[src/rtl/uart_alu_parser.sv]
// uart_alu_parser: decodes host packets from the UART receiver into echo bytes
// and little-endian 32-bit ALU operands, flagging malformed or stalled traffic.
module uart_alu_parser #(
  parameter int unsigned TimeoutCycles = 50000
) (
  input  logic        clk_i,
  input  logic        rst_i,
  input  logic        rx_valid_i,
  input  logic [7:0]  rx_data_i,
  output logic        echo_valid_o,
  output logic [7:0]  echo_data_o,
  input  logic        echo_ready_i,
  output logic        op_valid_o,
  output logic [7:0]  op_code_o,
  output logic [31:0] op_data_o,
  output logic        op_first_o,
  output logic        op_last_o,
  input  logic        op_ready_i,
  output logic        error_o,
  output logic [1:0]  error_code_o,
  output logic        busy_o
);

  localparam logic [7:0] OP_ECHO = 8'hEC;
  localparam logic [7:0] OP_ADD  = 8'hAD;
  localparam logic [7:0] OP_MUL  = 8'h88;
  localparam logic [7:0] OP_DIV  = 8'hD0;

  localparam logic [1:0] ERR_OPCODE  = 2'd0;
  localparam logic [1:0] ERR_LENGTH  = 2'd1;
  localparam logic [1:0] ERR_OVERRUN = 2'd2;
  localparam logic [1:0] ERR_TIMEOUT = 2'd3;

  typedef enum logic [2:0] {
    S_IDLE, S_RSVD, S_LEN_LO, S_LEN_HI, S_PAYLOAD, S_SKIP
  } state_t;

  state_t      state, state_next;
  logic        discard;
  logic [7:0]  len_lo;
  logic [15:0] remain;
  logic [31:0] shift_word;
  logic [1:0]  byte_cnt;
  logic        first_pending;
  logic [31:0] tcount;

  logic [15:0] length;
  logic [15:0] remain_dec;
  logic        known;
  logic        is_echo;
  logic        timeout_hit;
  logic [31:0] word;

  logic        err_set;
  logic [1:0]  err_code;
  logic        echo_load;
  logic        op_load;

  assign length      = {rx_data_i, len_lo};
  assign remain_dec  = remain - 16'd1;
  assign known       = (rx_data_i == OP_ECHO) || (rx_data_i == OP_ADD) ||
                       (rx_data_i == OP_MUL)  || (rx_data_i == OP_DIV);
  assign is_echo     = (op_code_o == OP_ECHO);
  assign timeout_hit = !rx_valid_i && (state != S_IDLE) &&
                       (tcount == TimeoutCycles - 1);
  assign word        = {rx_data_i, shift_word[31:8]};

  // State register.
  always_ff @(posedge clk_i or negedge rst_i) begin
    if (!rst_i) state <= S_IDLE;
    else        state <= state_next;
  end

  // Next-state decode; advances only on an accepted byte, or aborts on timeout.
  // A zero-length remainder never enters SKIP, otherwise it would swallow the
  // next packet's opcode byte.
  always_comb begin
    state_next = state;
    if (rx_valid_i) begin
      case (state)
        S_IDLE:   state_next = S_RSVD;
        S_RSVD:   state_next = S_LEN_LO;
        S_LEN_LO: state_next = S_LEN_HI;
        S_LEN_HI: begin
          if (discard)                     state_next = (length <= 16'd4) ? S_IDLE : S_SKIP;
          else if (length < 16'd4)         state_next = S_IDLE;
          else if (length == 16'd4)        state_next = S_IDLE;
          else if (is_echo)                state_next = S_PAYLOAD;
          else if (length[1:0] != 2'b00 || length < 16'd12)
                                           state_next = S_SKIP;
          else                             state_next = S_PAYLOAD;
        end
        S_PAYLOAD, S_SKIP: if (remain_dec == 16'd0) state_next = S_IDLE;
        default:  state_next = S_IDLE;
      endcase
    end else if (timeout_hit) begin
      state_next = S_IDLE;
    end
  end

  // Per-cycle decisions: error reporting and output-register loads.
  always_comb begin
    err_set   = 1'b0;
    err_code  = ERR_OPCODE;
    echo_load = 1'b0;
    op_load   = 1'b0;
    if (rx_valid_i) begin
      case (state)
        S_IDLE: if (!known) begin
          err_set  = 1'b1;
          err_code = ERR_OPCODE;
        end
        S_LEN_HI: if (!discard) begin
          if (length < 16'd4 ||
              (!is_echo && (length[1:0] != 2'b00 || length < 16'd12))) begin
            err_set  = 1'b1;
            err_code = ERR_LENGTH;
          end
        end
        S_PAYLOAD: begin
          if (is_echo) begin
            if (echo_valid_o && !echo_ready_i) begin
              err_set  = 1'b1;
              err_code = ERR_OVERRUN;
            end else begin
              echo_load = 1'b1;
            end
          end else if (byte_cnt == 2'd3) begin
            if (op_valid_o && !op_ready_i) begin
              err_set  = 1'b1;
              err_code = ERR_OVERRUN;
            end else begin
              op_load = 1'b1;
            end
          end
        end
        default: ;
      endcase
    end else if (timeout_hit) begin
      err_set  = 1'b1;
      err_code = ERR_TIMEOUT;
    end
  end

  // Header capture, payload counters, operand assembly and idle timer.
  always_ff @(posedge clk_i or negedge rst_i) begin
    if (!rst_i) begin
      op_code_o     <= '0;
      discard       <= 1'b0;
      len_lo        <= '0;
      remain        <= '0;
      shift_word    <= '0;
      byte_cnt      <= '0;
      first_pending <= 1'b0;
      tcount        <= '0;
    end else begin
      if (rx_valid_i) begin
        case (state)
          S_IDLE: begin
            discard <= !known;
            if (known) op_code_o <= rx_data_i;
          end
          S_LEN_LO: len_lo <= rx_data_i;
          S_LEN_HI: begin
            remain        <= length - 16'd4;
            shift_word    <= '0;
            byte_cnt      <= '0;
            first_pending <= 1'b1;
          end
          S_PAYLOAD: begin
            remain <= remain_dec;
            if (!is_echo) begin
              shift_word <= word;
              byte_cnt   <= byte_cnt + 2'd1;
              if (byte_cnt == 2'd3) first_pending <= 1'b0;
            end
          end
          S_SKIP:  remain <= remain_dec;
          default: ;
        endcase
      end else if (timeout_hit) begin
        shift_word <= '0;
        byte_cnt   <= '0;
      end
      if (rx_valid_i || state == S_IDLE || timeout_hit) tcount <= '0;
      else                                              tcount <= tcount + 32'd1;
    end
  end

  // Output registers with valid/ready hold; a load wins over a same-cycle accept.
  always_ff @(posedge clk_i or negedge rst_i) begin
    if (!rst_i) begin
      echo_valid_o <= 1'b0;
      echo_data_o  <= '0;
      op_valid_o   <= 1'b0;
      op_data_o    <= '0;
      op_first_o   <= 1'b0;
      op_last_o    <= 1'b0;
      error_o      <= 1'b0;
      error_code_o <= '0;
      busy_o       <= 1'b0;
    end else begin
      if (echo_load) begin
        echo_valid_o <= 1'b1;
        echo_data_o  <= rx_data_i;
      end else if (echo_ready_i) begin
        echo_valid_o <= 1'b0;
      end
      if (op_load) begin
        op_valid_o <= 1'b1;
        op_data_o  <= word;
        op_first_o <= first_pending;
        op_last_o  <= (remain_dec == 16'd0);
      end else if (op_ready_i) begin
        op_valid_o <= 1'b0;
      end
      error_o <= err_set;
      if (err_set) error_code_o <= err_code;
      busy_o <= (state_next != S_IDLE);
    end
  end

endmodule

[config.mk]
export PLATFORM = sky130hd
export DESIGN_NAME = uart_alu_parser
export DESIGN_NICKNAME = d
export VERILOG_FILES = /design/src/rtl/uart_alu_parser.sv
export SDC_FILE = /design/constraint.sdc
export NUM_CORES = 1
export LEC_CHECK = 0
export CORE_MARGIN = 2
export CORE_UTILIZATION = 55
export DETAILED_ROUTE_END_ITERATION = 10
export GPL_TIMING_DRIVEN = 0
export MAX_ROUTING_LAYER = met4
export PLACE_DENSITY = 0.85
export RECOVER_POWER = 25
export SETUP_SLACK_MARGIN = 0.4
export SYNTH_ARGS = -nofsm -noshare
export SYNTH_HDL_FRONTEND = slang
export SYNTH_SLANG_ARGS = --single-unit
[constraint.sdc]
create_clock -name clk_i -period 2.4 [get_ports clk_i]
set_input_delay 0.48 -clock clk_i [delete_from_list [all_inputs] [get_ports clk_i]]
set_output_delay 0.48 -clock clk_i [all_outputs]
set_load 0.05 [all_outputs]
==> impl_metrics.json <==
{
  "status": "finished clean",
  "cts_inserted_buffers": 17,
  "max_clock_freq_mhz": 447,
  "rsz0062_at_grt": "yes",
  "synth_largest_type_area_fraction_pct": 51.3,
  "synthArstFlopShare_pct": 100,
  "synth.lib_cells_used.distinct": 62,
  "cts.root.buffer_cell": "sky130_fd_sc_hd__clkbuf_16",
  "drt_drc_violations_left": 0,
  "dp.final_hpwl_mm": 11.3,
  "r2r_start": "tcount[18]",
  "dp_cells": 919,
  "count_of_flip_flops_with_a_built_in_enable_after_synthesis": 0,
  "grt_first_pass_wirelength_mm": 29.5,
  "buffer_ports.inserted": 65,
  "setup_slack_ns": 0.162,
  "cts.path.max_buffers": 2,
  "area_growth_syn_to_layout_pct": 36.3,
  "diodes": 0,
  "cellPowerDensity_mw_per_mm2": 967,
  "timing.final.crit_period_ns": 2.24,
  "cp-startpoint": "tcount[18]",
  "netlist.top_cell.by_area": "sky130_fd_sc_hd__dfrtp_1",
  "synth_xor_area_share_pct": 4.52,
  "synth.yosys.seq_area_share_pct": 51.3,
  "final_cells": 1001,
  "total_power_mw": 9.18,
  "cts_max_level": 4,
  "proportion_of_synthesized_area_in_mux_cells_pct": 8.72,
  "finish.net_count": 836,
  "synthesis.instances": 681,
  "fp.coreArea_mm2": 0.0125,
  "setup_skew_ns": 0.0118,
  "cts_num_sinks": 143,
  "ir_drop_uv": 688,
  "synth.net_count": 701,
  "core.rowCount": 41,
  "fin_crit_sh_pct": 93.3,
  "worstRegToRegCells": 8,
  "yosys-top-cells-area": "sky130_fd_sc_hd__dfrtp_1 (51%), sky130_fd_sc_hd__mux2_2 (8.6%), sky130_fd_sc_hd__nand2_1 (5.5%)",
  "max-cap-violations": 0,
  "required_time_at_the_endpoint_of_the_critical_path_ns": 2.73,
  "initial_utilization_pct": 55.7,
  "vias": 6579,
  "report.final.slew_viol_count": 0,
  "top_level_i_o_count": 69,
  "startpoint_type": "flip-flop",
  "grt_start_max_net_pins": 78,
  "critical_path_arrival_ns": 2.57,
  "static-leakage-power_nw": 4.50,
  "fin_tns_setup_ns": 0,
  "yosys_synthesis_warning_count": 0,
  "register_to_register_setup_slack_ns": 0.16,
  "worst_skew_pair.late_latency_ns": 0.43,
  "worst_setup_hold_path_clk_slew_ns": 0.06,
  "maxSlewHeadroom_pct": 38.0,
  "via_per_inst": 6.57,
  "worstReg2RegEnd": "shift_word[20]",
  "drtPass1Iterations": 6,
  "post_synth_and_or_nand_nor_area_fraction_pct": 20.6,
  "gp_routability_congestion": 0.910,
  "first_global_vias": 5845,
  "hold_class": "in -> async",
  "timing.critical_path.fanout_max": 10,
  "syn_area_mm2": 0.00697,
  "setup-violations-final": 0,
  "cts_tree": "done",
  "complex_gate_fraction_of_the_synthesized_area_pct": 10.2,
  "die_height_um": 117,
  "drtIter0Drc": 927,
  "die_area_mm2": 0.0136,
  "hold-worst-slack_ns": 0.0741,
  "timing.final.hold_violations": 0,
  "ctsHoldBuffers": 0,
  "timing_worst_slew_pin_value_ns": 0.930,
  "dpl-instance-area_mm2": 0.00788,
  "synth_flop_cell": "sky130_fd_sc_hd__dfrtp_1",
  "finish.instance_area_mm2": 0.00950,
  "drive_above_1_share_pct": 33.8,
  "synth_seq_cells": 143,
  "antenna_found_initial": 0,
  "synth_top_family_by_area": "simple AND/OR/NAND/NOR gates",
  "die_width_um": 117,
  "critPathCapture": "shift_word[20]",
  "antenna_left": 0,
  "syn-mean-instance-area_um2": 10.2,
  "postRouteWirelength_mm": 23.9,
  "grt.total_usage_pct": 29.0,
  "crit_path_end_kind": "flip-flop",
  "layout.core_utilization_pct": 75.9,
  "place_ws_ns": -0.432,
  "globalRouteOverflowTotal": 0,
  "worst-setup-path-type": "reg -> reg",
  "detail_route.wl_per_cell_um": 23.9,
  "synth-adder-area-share_pct": 1.26
}
[routing by layer]
| layer | track usage, % | vias up | part of all wire (%) |
|---|---|---|---|
| met2 | 47.0 | 530 | 48 |
| met4 | 14.2 | 0 | 6.3 |
| met5 | - | - | 0 |
| met1 | 34.9 | 3205 | 36 |
| li1 | - | 2669 | - |
| met3 | 5.60 | 175 | 9.1 |
[synthesized netlist by cell type (all sizes together) (2+ instances only)]
library cell / instances
a21oi: 31
or2: 4
ha: 7
nor2: 56
a2bb2oi: 2
nand2: 104
a22oi: 4
mux2: 54
a31oi: 2
nor3: 13
or3: 7
xnor2: 11
inv: 7
nand4: 11
o21ai: 58
xor2: 25
nor4: 10
dfrtp: 143
buf: 24
and4: 2
nand3: 21
o31ai: 6
o22a: 4
a211o: 3
and4b: 4
and3b: 2
o21a: 2
and2: 6
or4: 3
nor2b: 5
and3: 10
nand4b: 3
clkbuf: 13
nor3b: 3
nor4bb: 2
nand2b: 6
o22ai: 3
[registers in the layout, summed over array words and instances (netlist names)]
name,flops
busy_o,1
byte_cnt,2
discard,1
echo_data_o,8
echo_valid_o,1
error_code_o,2
error_o,1
first_pending,1
len_lo,8
op_code_o,8
op_data_o,32
op_first_o,1
op_last_o,1
op_valid_o,1
remain,16
shift_word,24
state,3
tcount,32
[cells in the final DEF, fill, tap and decap left out, types with 15 or more instances in the layout]
cell type                       Yosys  final
sky130_fd_sc_hd__dlygate4sd2_1      0     58
sky130_fd_sc_hd__buf_6              5     16
sky130_fd_sc_hd__dfrtp_2            0     15
sky130_fd_sc_hd__a21oi_1           31     29
sky130_fd_sc_hd__nand2_1          103     86
sky130_fd_sc_hd__nand3_1           21     19
sky130_fd_sc_hd__o21ai_1           25     16
sky130_fd_sc_hd__mux2_2            53     51
sky130_fd_sc_hd__o21ai_0           33     27
sky130_fd_sc_hd__buf_4              3     47
sky130_fd_sc_hd__nor2_1            55     51
sky130_fd_sc_hd__dfrtp_1          143    128
sky130_fd_sc_hd__xor2_1            25     25
sky130_fd_sc_hd__clkbuf_16          0     20
[layout make-up]
cell class,instances,area (µm²)
timing repair buffer,116,1030
fill,624,3020
tap,172,215
inverter,7,31.3
clock buffer,20,447
clock inverter,12,203
sequential,143,3600
multi-input combinational,494,3640
buffer,37,332
[worst max-delay path: stages, from the launching register on]
cell and delay (ns):
sky130_fd_sc_hd__dfrtp_1 0.44, sky130_fd_sc_hd__nor4_1 0.35, sky130_fd_sc_hd__nand4_1 0.24, sky130_fd_sc_hd__nor4_4 0.26
sky130_fd_sc_hd__buf_4 0.19, sky130_fd_sc_hd__a22oi_2 0.09, sky130_fd_sc_hd__buf_6 0.18, sky130_fd_sc_hd__buf_12 0.16
sky130_fd_sc_hd__o21ai_1 0.22
[worst min-delay path by stage]
| stage | end | cells after the start |
|---|---|---|
| finish | shift_word[14] | 1 |
| floorplan | busy_o | 0 |
| detailed placement | tcount[0] | 1 |
| global route | op_data_o[3] | 1 |
| CTS | op_data_o[3] | 1 |
| global placement | tcount[0] | 1 |
[power by group]
group | leakage (nW) | switching (mW) | internal (mW) | total, mW
sequential | 1.90 | 0.512 | 2.75 | 3.26
clock | 0.316 | 1.10 | 1.88 | 2.99
combinational | 2.28 | 1.78 | 1.16 | 2.94
total | 4.50 | 3.40 | 5.79 | 9.18
[what timing repair did]
action / in CTS / in global routing
cloned: 0 / 3
setup endpoints to repair: 186 / 115
pin swaps: 17 / 37
gates resized for setup: 126 / 113
setup buffers: 22 / 25
[logic make-up after synthesis]
logic type / count (synthesis)
and+or+nand+nor: 275
DFF: 143
AOI/OAI and AO/OA: 122
muxes: 54
buffers and inverters: 44
xor gates and xnor gates: 36
adders and majority gates: 7
No activity file was read; power rests on OpenSTA's default activity.
